$ cat src/rtl/clkctrl_pkg.sv
// rtl/clkctrl_pkg.sv - shared state encoding and default constants for the CPU clock controller
package clkctrl_pkg;

  localparam int CLKCTRL_DIV_W       = 3;
  localparam int CLKCTRL_SYNC_STAGES = 2;

  typedef enum logic [1:0] {
    LS_RUN   = 2'd0,
    SW_TO_HS = 2'd1,
    HS_RUN   = 2'd2,
    SW_TO_LS = 2'd3
  } clkctrl_state_t;

endpackage

$ cat src/rtl/clkctrl_sync.sv
// rtl/clkctrl_sync.sv - N-stage reset-to-0 single-bit synchroniser
module clkctrl_sync #(
  parameter int STAGES = 2
) (
  input  logic clk_i,
  input  logic rst_ni,
  input  logic d_i,
  output logic q_o
);

  logic [STAGES-1:0] sync_q;

  // Shift the asynchronous input through the flop chain
  always_ff @(posedge clk_i or negedge rst_ni) begin
    if (!rst_ni) begin
      sync_q <= '0;
    end else begin
      sync_q <= {sync_q[STAGES-2:0], d_i};
    end
  end

  assign q_o = sync_q[STAGES-1];

endmodule

$ cat src/rtl/clkctrl_phi2_div.sv
// rtl/clkctrl_phi2_div.sv - glitch-free CPU clock from divider or LS clock; CLKCTRL_RDY_ON_CLKSW_EN gates rdy during switches
module clkctrl_phi2_div
  import clkctrl_pkg::*;
#(
  parameter int DIV_W       = CLKCTRL_DIV_W,
  parameter int SYNC_STAGES = CLKCTRL_SYNC_STAGES
) (
  input  logic             hsclk_in,
  input  logic             rst_b,
  input  logic             lsclk_in,
  input  logic             hsclk_sel,
  input  logic [DIV_W-1:0] cpuclk_div_sel,
  output logic             clkout,
  output logic             hsclk_selected,
  output logic             lsclk_selected,
  output logic             rdy,
  output logic             phi2_end
);

  localparam logic [DIV_W-1:0] CNT_ONE = {{(DIV_W-1){1'b0}}, 1'b1};

  logic           ls_s;
  logic           ls_p_q;
  logic           ls_rise;
  logic           ls_fall;

  clkctrl_state_t state_q, state_d;
  logic [DIV_W-1:0] cnt_q, cnt_d;
  logic [DIV_W-1:0] div_q, div_d;
  logic           clkout_q, clkout_d;
  logic           seen_rise_q, seen_rise_d;
  logic           hs_sel_q;
  logic           ls_sel_q;
  logic           phi2_end_q;

  clkctrl_sync #(
    .STAGES (SYNC_STAGES)
  ) u_ls_sync (
    .clk_i  (hsclk_in),
    .rst_ni (rst_b),
    .d_i    (lsclk_in),
    .q_o    (ls_s)
  );

  assign ls_rise = ls_s & ~ls_p_q;
  assign ls_fall = ~ls_s & ls_p_q;

  // Next-state logic: every switch parks clkout high until the new source is aligned
  always_comb begin
    state_d     = state_q;
    cnt_d       = cnt_q;
    div_d       = div_q;
    clkout_d    = clkout_q;
    seen_rise_d = seen_rise_q;
    case (state_q)
      LS_RUN: begin
        clkout_d = ls_s;
        if (hsclk_sel && ls_rise) begin
          clkout_d = 1'b1;
          cnt_d    = cpuclk_div_sel;
          div_d    = cpuclk_div_sel;
          state_d  = SW_TO_HS;
        end
      end
      SW_TO_HS: begin
        clkout_d = 1'b1;
        if (cnt_q == '0) begin
          clkout_d = 1'b0;
          cnt_d    = div_q;
          state_d  = HS_RUN;
        end else begin
          cnt_d = cnt_q - CNT_ONE;
        end
      end
      HS_RUN: begin
        if (cnt_q != '0) begin
          cnt_d = cnt_q - CNT_ONE;
        end else if (clkout_q) begin
          clkout_d = 1'b0;
          cnt_d    = div_q;
        end else if (hsclk_sel) begin
          // new cycle start: the only point where the divider code is taken
          clkout_d = 1'b1;
          div_d    = cpuclk_div_sel;
          cnt_d    = cpuclk_div_sel;
        end else begin
          clkout_d    = 1'b1;
          seen_rise_d = 1'b0;
          state_d     = SW_TO_LS;
        end
      end
      SW_TO_LS: begin
        // only a rise seen here counts, so a full LS high phase elapses first
        clkout_d = 1'b1;
        if (ls_rise) begin
          seen_rise_d = 1'b1;
        end
        if (ls_fall && seen_rise_q) begin
          clkout_d = 1'b0;
          state_d  = LS_RUN;
        end
      end
      default: begin
        state_d = LS_RUN;
      end
    endcase
  end

  // State, edge-detect and registered output flops
  always_ff @(posedge hsclk_in or negedge rst_b) begin
    if (!rst_b) begin
      state_q     <= LS_RUN;
      ls_p_q      <= 1'b0;
      cnt_q       <= '0;
      div_q       <= '0;
      clkout_q    <= 1'b0;
      seen_rise_q <= 1'b0;
      hs_sel_q    <= 1'b0;
      ls_sel_q    <= 1'b1;
      phi2_end_q  <= 1'b0;
    end else begin
      state_q     <= state_d;
      ls_p_q      <= ls_s;
      cnt_q       <= cnt_d;
      div_q       <= div_d;
      clkout_q    <= clkout_d;
      seen_rise_q <= seen_rise_d;
      hs_sel_q    <= (state_d == HS_RUN);
      ls_sel_q    <= (state_d == LS_RUN);
      phi2_end_q  <= clkout_q & ~clkout_d;
    end
  end

`ifdef CLKCTRL_RDY_ON_CLKSW_EN
  logic rdy_q;

  // Hold the CPU off while the clock is parked in a switch state
  always_ff @(posedge hsclk_in or negedge rst_b) begin
    if (!rst_b) begin
      rdy_q <= 1'b1;
    end else begin
      rdy_q <= (state_d == LS_RUN) || (state_d == HS_RUN);
    end
  end

  assign rdy = rdy_q;
`else
  assign rdy = 1'b1;
`endif

  assign clkout         = clkout_q;
  assign hsclk_selected = hs_sel_q;
  assign lsclk_selected = ls_sel_q;
  assign phi2_end       = phi2_end_q;

endmodule

$ cat config.mk
export PLATFORM = sky130hd
export DESIGN_NAME = clkctrl_phi2_div
export DESIGN_NICKNAME = d
export VERILOG_FILES = /design/src/rtl/clkctrl_pkg.sv /design/src/rtl/clkctrl_sync.sv /design/src/rtl/clkctrl_phi2_div.sv
export SDC_FILE = /design/constraint.sdc
export NUM_CORES = 1
export LEC_CHECK = 0
export BUFFER_PORTS_ARGS = -buffer_cell sky130_fd_sc_hd__buf_2
export CORE_MARGIN = 3
export CORE_UTILIZATION = 59
export CTS_CLUSTER_SIZE = 12
export DETAILED_ROUTE_END_ITERATION = 10
export HOLD_SLACK_MARGIN = 0.05
export PLACE_DENSITY = 0.83
export REMOVE_ABC_BUFFERS = 1
export SYNTH_ARGS = -nofsm -noshare
export SYNTH_HDL_FRONTEND = slang
export SYNTH_SLANG_ARGS = --single-unit
$ cat constraint.sdc
create_clock -name hsclk_in -period 3.2 [get_ports hsclk_in]
set_input_delay 0.32 -clock hsclk_in [delete_from_list [all_inputs] [get_ports hsclk_in]]
set_output_delay 0.32 -clock hsclk_in [all_outputs]
set_load 0.005 [all_outputs]
* Word level (Yosys, flattened, before mapping)
Index checks and enable logic that the tools add are counted.
Storage, ports and cells: bits in registers 16, input bits 7, output and inout port bits 5, word-level logic and storage cells 67
Operators by class: add/subtract/negate cells 1, equal/unequal tests 11, multiplexer cells 27, bitwise gates (word level) 6, reductions and logical operators 12
Operator list (count):
- $mux 3 | 7
- $mux 2 | 6
- $ne 2x2->1 const B | 6
- $reduce_and 5->1 | 2
- $mux 1 | 9
- $pmux 3 s3 | 1
- $pmux 2 s4 | 1
- $eq 2x2->1 const B | 3
- $pmux 3 s2 | 1
- $reduce_bool 3->1 | 2
- $logic_not 2->1 | 2
- $ne 4x4->1 const B | 1
- $pmux 1 s4 | 1
- $reduce_bool 2->1 | 2
- $and 1x1->1 | 3
- $logic_not 3->1 | 1
- $not 1->1 | 3
- $reduce_and 3->1 | 1
- $sub 3x1->3 const B | 1
- $eq 2x1->1 const B | 1
- $logic_and 1x1->1 | 2
- $pmux 1 s2 | 1

* Depth between registers and ports, before layout
Gate-level depths: netlist (run 1).
word-level depth 7, gate-level depth with buffers 7, mapped depth without buffers 6

* By module
Synthesis (run 1) repeated with hierarchy kept, for this count alone.
Unflattened totals: cells, all modules 86, area total of the unflattened synthesis 935.9 um2
By module, submodules not included:
- clkctrl_phi2_div | instances 1, cells an instance 84, area an instance 885.8 um2, sequential area each 351.6 um2
- clkctrl_sync | instances 1, cells an instance 2, area an instance 50.0 um2, sequential area each 50.0 um2

* Least setup slack after synthesis (run 1)
Ideal clock, no wire load.
path kind register to register, start point register cnt_q[0], end point register div_q[0], setup time 0.128 ns, arrival time 1.519 ns, required time 3.072 ns, slack 1.553 ns, stages on the path, launching flop included 7, path buffers 0, clock period less this slack 1.647 ns, cells stage by stage dfrtp_1 -> inv_1 -> ha_1 -> nor3b_2 -> a31oi_1 -> a21oi_2 -> mux2_1
Between the ends: longest elaborated chain between the ends 3
RTL lines:
- start, declared | line clkctrl_phi2_div.sv:28 | logic [DIV_W-1:0] cnt_q, cnt_d;
- start signal, assigned | line clkctrl_phi2_div.sv:124 | cnt_q <= cnt_d;
- $reduce_bool 3->1 | line clkctrl_phi2_div.sv:76 | if (cnt_q != '0) begin
- $ne 2x2->1 (no source line)
- $reduce_and 5->1 (no source line)
- end signal, assigned | line clkctrl_phi2_div.sv:125 | div_q <= div_d;
- end, declared | line clkctrl_phi2_div.sv:29 | logic [DIV_W-1:0] div_q, div_d;
No other way between the ends. A chain may end at the register's enable or synchronous reset.

* Worst setup path after layout (run 1)
start point register state_q[0], end point register cnt_q[1]
Between the ends: longest elaborated chain between the ends 3, elaborated cells between the ends (all ways) 8, classes of those cells eq/ne: 4; mux: 1; reduce/logical: 3
RTL lines:
- start, declared | line clkctrl_phi2_div.sv:27 | clkctrl_state_t state_q, state_d;
- start signal, assigned | line clkctrl_phi2_div.sv:122 | state_q <= state_d;
- $eq 2x2->1, or another cell as far along | line clkctrl_phi2_div.sv:55 | case (state_q)
- $ne 4x4->1 (no source line), or another cell as far along
- $reduce_and 3->1 (no source line)
Parallel ways exist; a longest one is shown, timed or not.

==> impl_metrics.env, run 1 <==
export IMPL_dieArea_mm2=0.002115
export IMPL_max_slew_worst_pin_slew_ns=0.5019
export IMPL_drt_initial_drc_count=14
export IMPL_route_detailed_drc=0
export IMPL_antenna_found_initial=0
export IMPL_synthArstFlopShare=1.000
export IMPL_wl_per_cell_um=17.25
export IMPL_worst_path_max_fanout=11
export IMPL_r2r_cells=6
export IMPL_rsz0062_at_grt="false"
export IMPL_ir_drop_mv=0.7159
export IMPL_row_count=13
export IMPL_synthesis_area_um2=943.4
export IMPL_syn2layout_area_growth_pct=7.958
export IMPL_ctsHoldBuffers=1
export IMPL_firstDrtPassIters=4
export IMPL_grt_start_max_net_pins=17
export IMPL_cp_required_ns=3.41
export IMPL_post_cts_setup_buffers=0
export IMPL_hold_path_depth=1
export IMPL_crit_type="register to register"
export IMPL_crit_chain="inv_1 -> ha_1 -> and2b_1 -> a221oi_2 -> nor2_1 -> a31oi_1"
export IMPL_setup_viol=0
export IMPL_cp_slowest_cell="a221oi_2"
export IMPL_worstHoldPathType="primary input to register"
export IMPL_yosysWarnings=0
export IMPL_clockRootBuffer="clkbuf_4"
export IMPL_crit_arrival_ns=2.16
export IMPL_final_antenna_net_count=0
export IMPL_stdcell_count=116
export IMPL_clk_pin_slew_ns=0.09
export IMPL_ctsResizeCount=0
export IMPL_fin_nets=116
export IMPL_insertion_delay_ns=0.29
export IMPL_layout_common_cells="15 x dfrtp_1, 10 x buf_2, 7 x nand2_1, 7 x ha_1"
export IMPL_synth_seq_cells=16
export IMPL_layout_commonest_cell="dfrtp_1"
export IMPL_power_density_mw_per_mm2=1024
export IMPL_finalMaxSlewViolations=0
export IMPL_grt_overflow=0
export IMPL_viasPerCell=6.405
export IMPL_die_width_um=45.99
export IMPL_initial_core_util=0.6744
export IMPL_dp_hpwl_um=1451
export IMPL_finalSetupTns_ns=0
export IMPL_worstHoldStart="lsclk_in"
export IMPL_grt_pass1_wl_um=3277
export IMPL_dieHeight_um=45.99
export IMPL_core_mm2=0.001399
export IMPL_clockBufferDepth=2
export IMPL_boundaryPins=12
export IMPL_drt_total_wl_um=2001
export IMPL_syn_inst=89
export IMPL_ys_seq_area_frac=0.4257
export IMPL_cts_max_level=1
export IMPL_synth_top_area_frac=0.3979
export IMPL_synthDistinctLibCells=36
export IMPL_run_status="finished, final reports clean"
export IMPL_num_vias=743
export IMPL_syn_avg_cell_area_um2=10.60
export IMPL_finalClockSkew_ns=0.004021
export IMPL_synth_main_ff_cell="dfrtp_1"
export IMPL_track_usage=0.2228
export IMPL_slew_limit_headroom=0.6654
export IMPL_dp_cells=111
export IMPL_finalHoldViolations=0
export IMPL_cts_buffers=3
export IMPL_cts_sinks=16
export IMPL_yosys_area_top_type="dfrtp_1"
export IMPL_finalCritPeriodShare=0.6113
export IMPL_gp_congestion=0.7889
export IMPL_endpoint_kind="register"
export IMPL_startpoint="state_q[0]$_DFF_PN0_"
export IMPL_slowest_delay_ns=0.47
export IMPL_cap_viol_max_count=0
export IMPL_numPortBuffers=10
export IMPL_timing_rr_start="state_q[0]$_DFF_PN0_"
export IMPL_first_global_vias=692
export IMPL_drive_gt1_frac=0.2079
export IMPL_synth_area_top_cells="dfrtp_1 40%, ha_1 9.3%, mux2_1 3.6%"
export IMPL_startpoint_type="register"
export IMPL_synth_edff_count=0
export IMPL_finalCriticalPeriod_ns=1.956
export IMPL_cts_tree="yes"
export IMPL_p_leak_nw=0.4682
export IMPL_antennaDiodeCount=0
export IMPL_fmax_mhz=511.2
-- final timing paths --
path                                                       to  slack, ns
worst max-delay path                     cnt_q[1]$_DFFE_PN0P_       1.24
worst min-delay path            u_ls_sync.sync_q[0]$_DFF_PN0_       0.13
worst max register to register           cnt_q[1]$_DFFE_PN0P_       1.24
worst min register to register  u_ls_sync.sync_q[1]$_DFF_PN0_       0.37
max in group asynchronous            lsclk_selected$_DFF_PN1_       2.42
min in group asynchronous            hsclk_selected$_DFF_PN0_       0.47
-- worst max-delay path, delay by kind of cell (launching register included) --
| kind | cells | cell delay (ns) |
|---|---|---|
| AO/OA/AOI/OAI | 2 | 0.65 |
| adder cells (fa/ha/maj) | 1 | 0.35 |
| buffers and inverters | 1 | 0.12 |
| flip-flops | 1 | 0.40 |
| AND/OR/NAND/NOR | 2 | 0.34 |
-- state kept, by name, summed over array words and instances, names as in the netlist --
signal	cells
state_q	2
phi2_end	1
ls_p_q	1
clkout	1
seen_rise_q	1
hsclk_selected	1
u_ls_sync.sync_q	2
div_q	3
lsclk_selected	1
cnt_q	3
-- cell usage after synthesis, types with 2 or more instances --
library cell and n:
inv_1 6, nor2_1 6, ha_1 7, mux2_1 3
a31oi_1 5, dfrtp_1 15, a21oi_1 5, nand2_1 7
nand3b_1 2, o211ai_1 3, a221oi_2 2, buf_6 2
nor2b_1 2, and2b_1 2
-- layer usage --
metal,global-route usage,wire (um),vias up
met5,0,0,-
met4,0.07955,36,0
met3,0.02767,77,4
met2,0.3654,943,21
met1,0.2985,943,371
li1,-,-,347
-- per-stage QoR --
stage | area, um^2 | power (mW) | utilization | worst slack [ns] | hold WS, ns
floorplan | 913.4 | 0.7733 | - | 1.501 | 0.02441
global placement | 982.2 | 0.8794 | 0.7021 | 1.434 | 0.2436
detailed placement | 982.2 | 0.9095 | 0.7021 | 1.333 | 0.2481
CTS | 1018 | 1.034 | 0.7281 | 1.295 | 0.1323
global route | 1018 | 1.128 | 0.7281 | 1.101 | 0.1376
finish | 1018 | 1.043 | 0.7281 | 1.244 | 0.1279
-- final cells by class --
cell class              instances  area (um^2)
inverters                       6        22.52
fillers                       103        380.4
clock buffers                   4        26.28
repair buffers                 11        60.06
well taps                      15        18.77
flip-flops and latches         16        401.6
multi-input cells              64        489.2
-- power by group --
group          switching [mW]  leakage [nW]  internal [mW]  total [mW]
combinational           0.324         0.260          0.257       0.581
sequential             0.0620         0.193          0.287       0.349
clock                  0.0649        0.0150         0.0485       0.113
total                   0.451         0.468          0.593        1.04
-- cell families (layout without fill, tap and decap cells) --
kind of cell,count (synthesis),in the layout,share of synthesized area
buf+inv,9,21,0.05570
simple gates,25,25,0.1499
other cells,1,1,0.003975
compound gates,27,27,0.2241
mux,4,4,0.04774
flops,16,16,0.4257
fa+ha+maj,7,7,0.09283
Note: power is estimated with default switching activity, not from simulation.
==> inputs of run 2 (changes only) <==
--- a/config.mk
+++ b/config.mk
@@ -7,11 +7,11 @@
 export LEC_CHECK = 0
 export BUFFER_PORTS_ARGS = -buffer_cell sky130_fd_sc_hd__buf_2
 export CORE_MARGIN = 3
-export CORE_UTILIZATION = 59
+export CORE_UTILIZATION = 55
 export CTS_CLUSTER_SIZE = 12
 export DETAILED_ROUTE_END_ITERATION = 10
 export HOLD_SLACK_MARGIN = 0.05
-export PLACE_DENSITY = 0.83
+export PLACE_DENSITY = 0.78
 export REMOVE_ABC_BUFFERS = 1
 export SYNTH_ARGS = -nofsm -noshare
 export SYNTH_HDL_FRONTEND = slang
==> constraint.sdc (replaced) <==
create_clock -name hsclk_in -period 1.84 [get_ports hsclk_in]
set_input_delay 0.184 -clock hsclk_in [delete_from_list [all_inputs] [get_ports hsclk_in]]
set_output_delay 0.184 -clock hsclk_in [all_outputs]
set_load 0.005 [all_outputs]
==> impl_metrics.env, run 2 (synthesis results as in run 1) <==
export IMPL_run_status="finished, final reports clean"
export IMPL_crit_type="register to register"
export IMPL_multiInputGateArea_um2=513.0
export IMPL_layout_commonest_cell="dfrtp_1"
export IMPL_setup_slack_ns=0.1386
export IMPL_final_antenna_net_count=0
export IMPL_startpoint_type="register"
export IMPL_grt_pass1_wl_um=3146
export IMPL_firstDrtPassIters=4
export IMPL_drt_initial_drc_count=14
export IMPL_first_global_vias=723
export IMPL_p_leak_nw=0.4922
export IMPL_finalClockSkew_ns=0.006538
export IMPL_insertion_delay_ns=0.29
export IMPL_worstHoldPathType="primary input to register"
export IMPL_cts_max_level=1
export IMPL_wl_per_cell_um=15.56
export IMPL_largestRegisters="cnt_q: 3 flops, div_q: 3 flops"
export IMPL_initial_core_util=0.6051
export IMPL_cts_buffers=3
export IMPL_finalMaxSlewViolations=0
export IMPL_critPathTopFamily="flip-flops"
export IMPL_antenna_found_initial=0
export IMPL_endpoint_kind="register"
export IMPL_boundaryPins=12
export IMPL_fin_nets=119
export IMPL_finalCritPeriodShare=0.9246
export IMPL_critPathBufInv=1
export IMPL_grt_overflow=0
export IMPL_layout_common_cells="15 x dfrtp_1, 10 x buf_2, 7 x nand2_1"
export IMPL_antennaDiodeCount=0
export IMPL_clockRootBuffer="clkbuf_4"
export IMPL_die_width_um=47.42
export IMPL_numPortBuffers=10
export IMPL_drive_gt1_frac=0.2596
export IMPL_num_vias=730
export IMPL_finalCriticalPeriod_ns=1.701
export IMPL_setup_viol=0
export IMPL_cp_slowest_cell="dfrtp_1"
export IMPL_syn2layout_area_growth_pct=14.32
export IMPL_pre_cts_slack_ns=0.05751
export IMPL_dp_hpwl_um=1367
export IMPL_route_detailed_drc=0
export IMPL_nFillCells=113
export IMPL_cts_sinks=16
export IMPL_worst_path_max_fanout=5
export IMPL_clockBufferDepth=2
export IMPL_final_util=0.6918
export IMPL_drt_total_wl_um=1867
export IMPL_viasPerCell=6.083
export IMPL_placed_area_um2=991.0
export IMPL_regArea_um2=401.6
export IMPL_dieHeight_um=47.42
export IMPL_gp_congestion=0.7852
export IMPL_timing_hold_ws_ns=0.1152
export IMPL_slowest_delay_ns=0.41
export IMPL_design_area_mm2=0.001079
export IMPL_crit_chain="inv_1 -> ha_1 -> and2b_1 -> a31oi_1 -> a21oi_2 -> mux2_1"
export IMPL_fmax_mhz=587.8
export IMPL_cts_tree="yes"
export IMPL_grt_start_max_net_pins=17
export IMPL_clk_pin_slew_ns=0.10
export IMPL_power_density_mw_per_mm2=1751
export IMPL_cap_viol_max_count=0
export IMPL_rsz0062_at_grt="false"
export IMPL_row_count=14
export IMPL_finalHoldViolations=0
export IMPL_track_usage=0.2016
export IMPL_core_mm2=0.001559
export IMPL_ir_drop_mv=1.104
export IMPL_crit_arrival_ns=1.88
export IMPL_finalSetupTns_ns=0
export IMPL_cp_required_ns=2.02
export IMPL_dieArea_mm2=0.002248
run 2: path summary, 6_finish.rpt:
check | from | endpoint | slack (ns) | depth (start not counted)
max | state_q[0]$_DFF_PN0_ | div_q[0]$_DFFE_PN0P_ | 0.14 | 6
min | cpuclk_div_sel[1] | div_q[1]$_DFFE_PN0P_ | 0.12 | 2
max reg2reg | state_q[0]$_DFF_PN0_ | div_q[0]$_DFFE_PN0P_ | 0.14 | 6
min reg2reg | u_ls_sync.sync_q[0]$_DFF_PN0_ | u_ls_sync.sync_q[1]$_DFF_PN0_ | 0.36 | 0
max in group asynchronous | rst_b | lsclk_selected$_DFF_PN1_ | 1.21 | 2
min in group asynchronous | rst_b | clkout$_DFF_PN0_ | 0.32 | 2
run 2: cell type report:
type,instances,area share
sequential,16,0.3724
tap,16,0.01856
timing repair buffer,14,0.07889
multi-input combinational,64,0.4756
clock buffer,4,0.03364
inverter,6,0.02088
run 2: per-stage QoR:
stage	std cells	total power [mW]
final	120	1.888
after detailed placement	113	1.574
after floorplan	86	1.345
after global placement	113	1.533
after global routing	120	2.069
after CTS	119	1.812
run 2: worst register-to-register path, cell delays in order (launching register included):
cell	delay [ns]
dfrtp_1	0.41
inv_1	0.16
ha_1	0.26
and2b_1	0.20
a31oi_1	0.17
a21oi_2	0.08
mux2_1	0.32
run 2: timing repair:
| action | in CTS | in global routing |
|---|---|---|
| gates resized for setup | 0 | 5 |
| setup buffers | 0 | 1 |
| hold endpoints to repair | 16 | 0 |
| endpoints found under the setup margin | 0 | 8 |
| hold buffers | 2 | 0 |
run 2: per-layer routing:
metal / vias up / share of wire / global-route usage
met2: 19 / 0.47 / 0.3182
met5: - / 0 / 0
met1: 353 / 0.46 / 0.2594
li1: 352 / - / -
met4: 0 / 0.024 / 0.1105
met3: 6 / 0.044 / 0.03759
run 2: power breakdown:
group / internal (mW) / switching (mW)
registers: 0.499 / 0.107
clock network: 0.121 / 0.116
logic: 0.492 / 0.554
total: 1.11 / 0.777
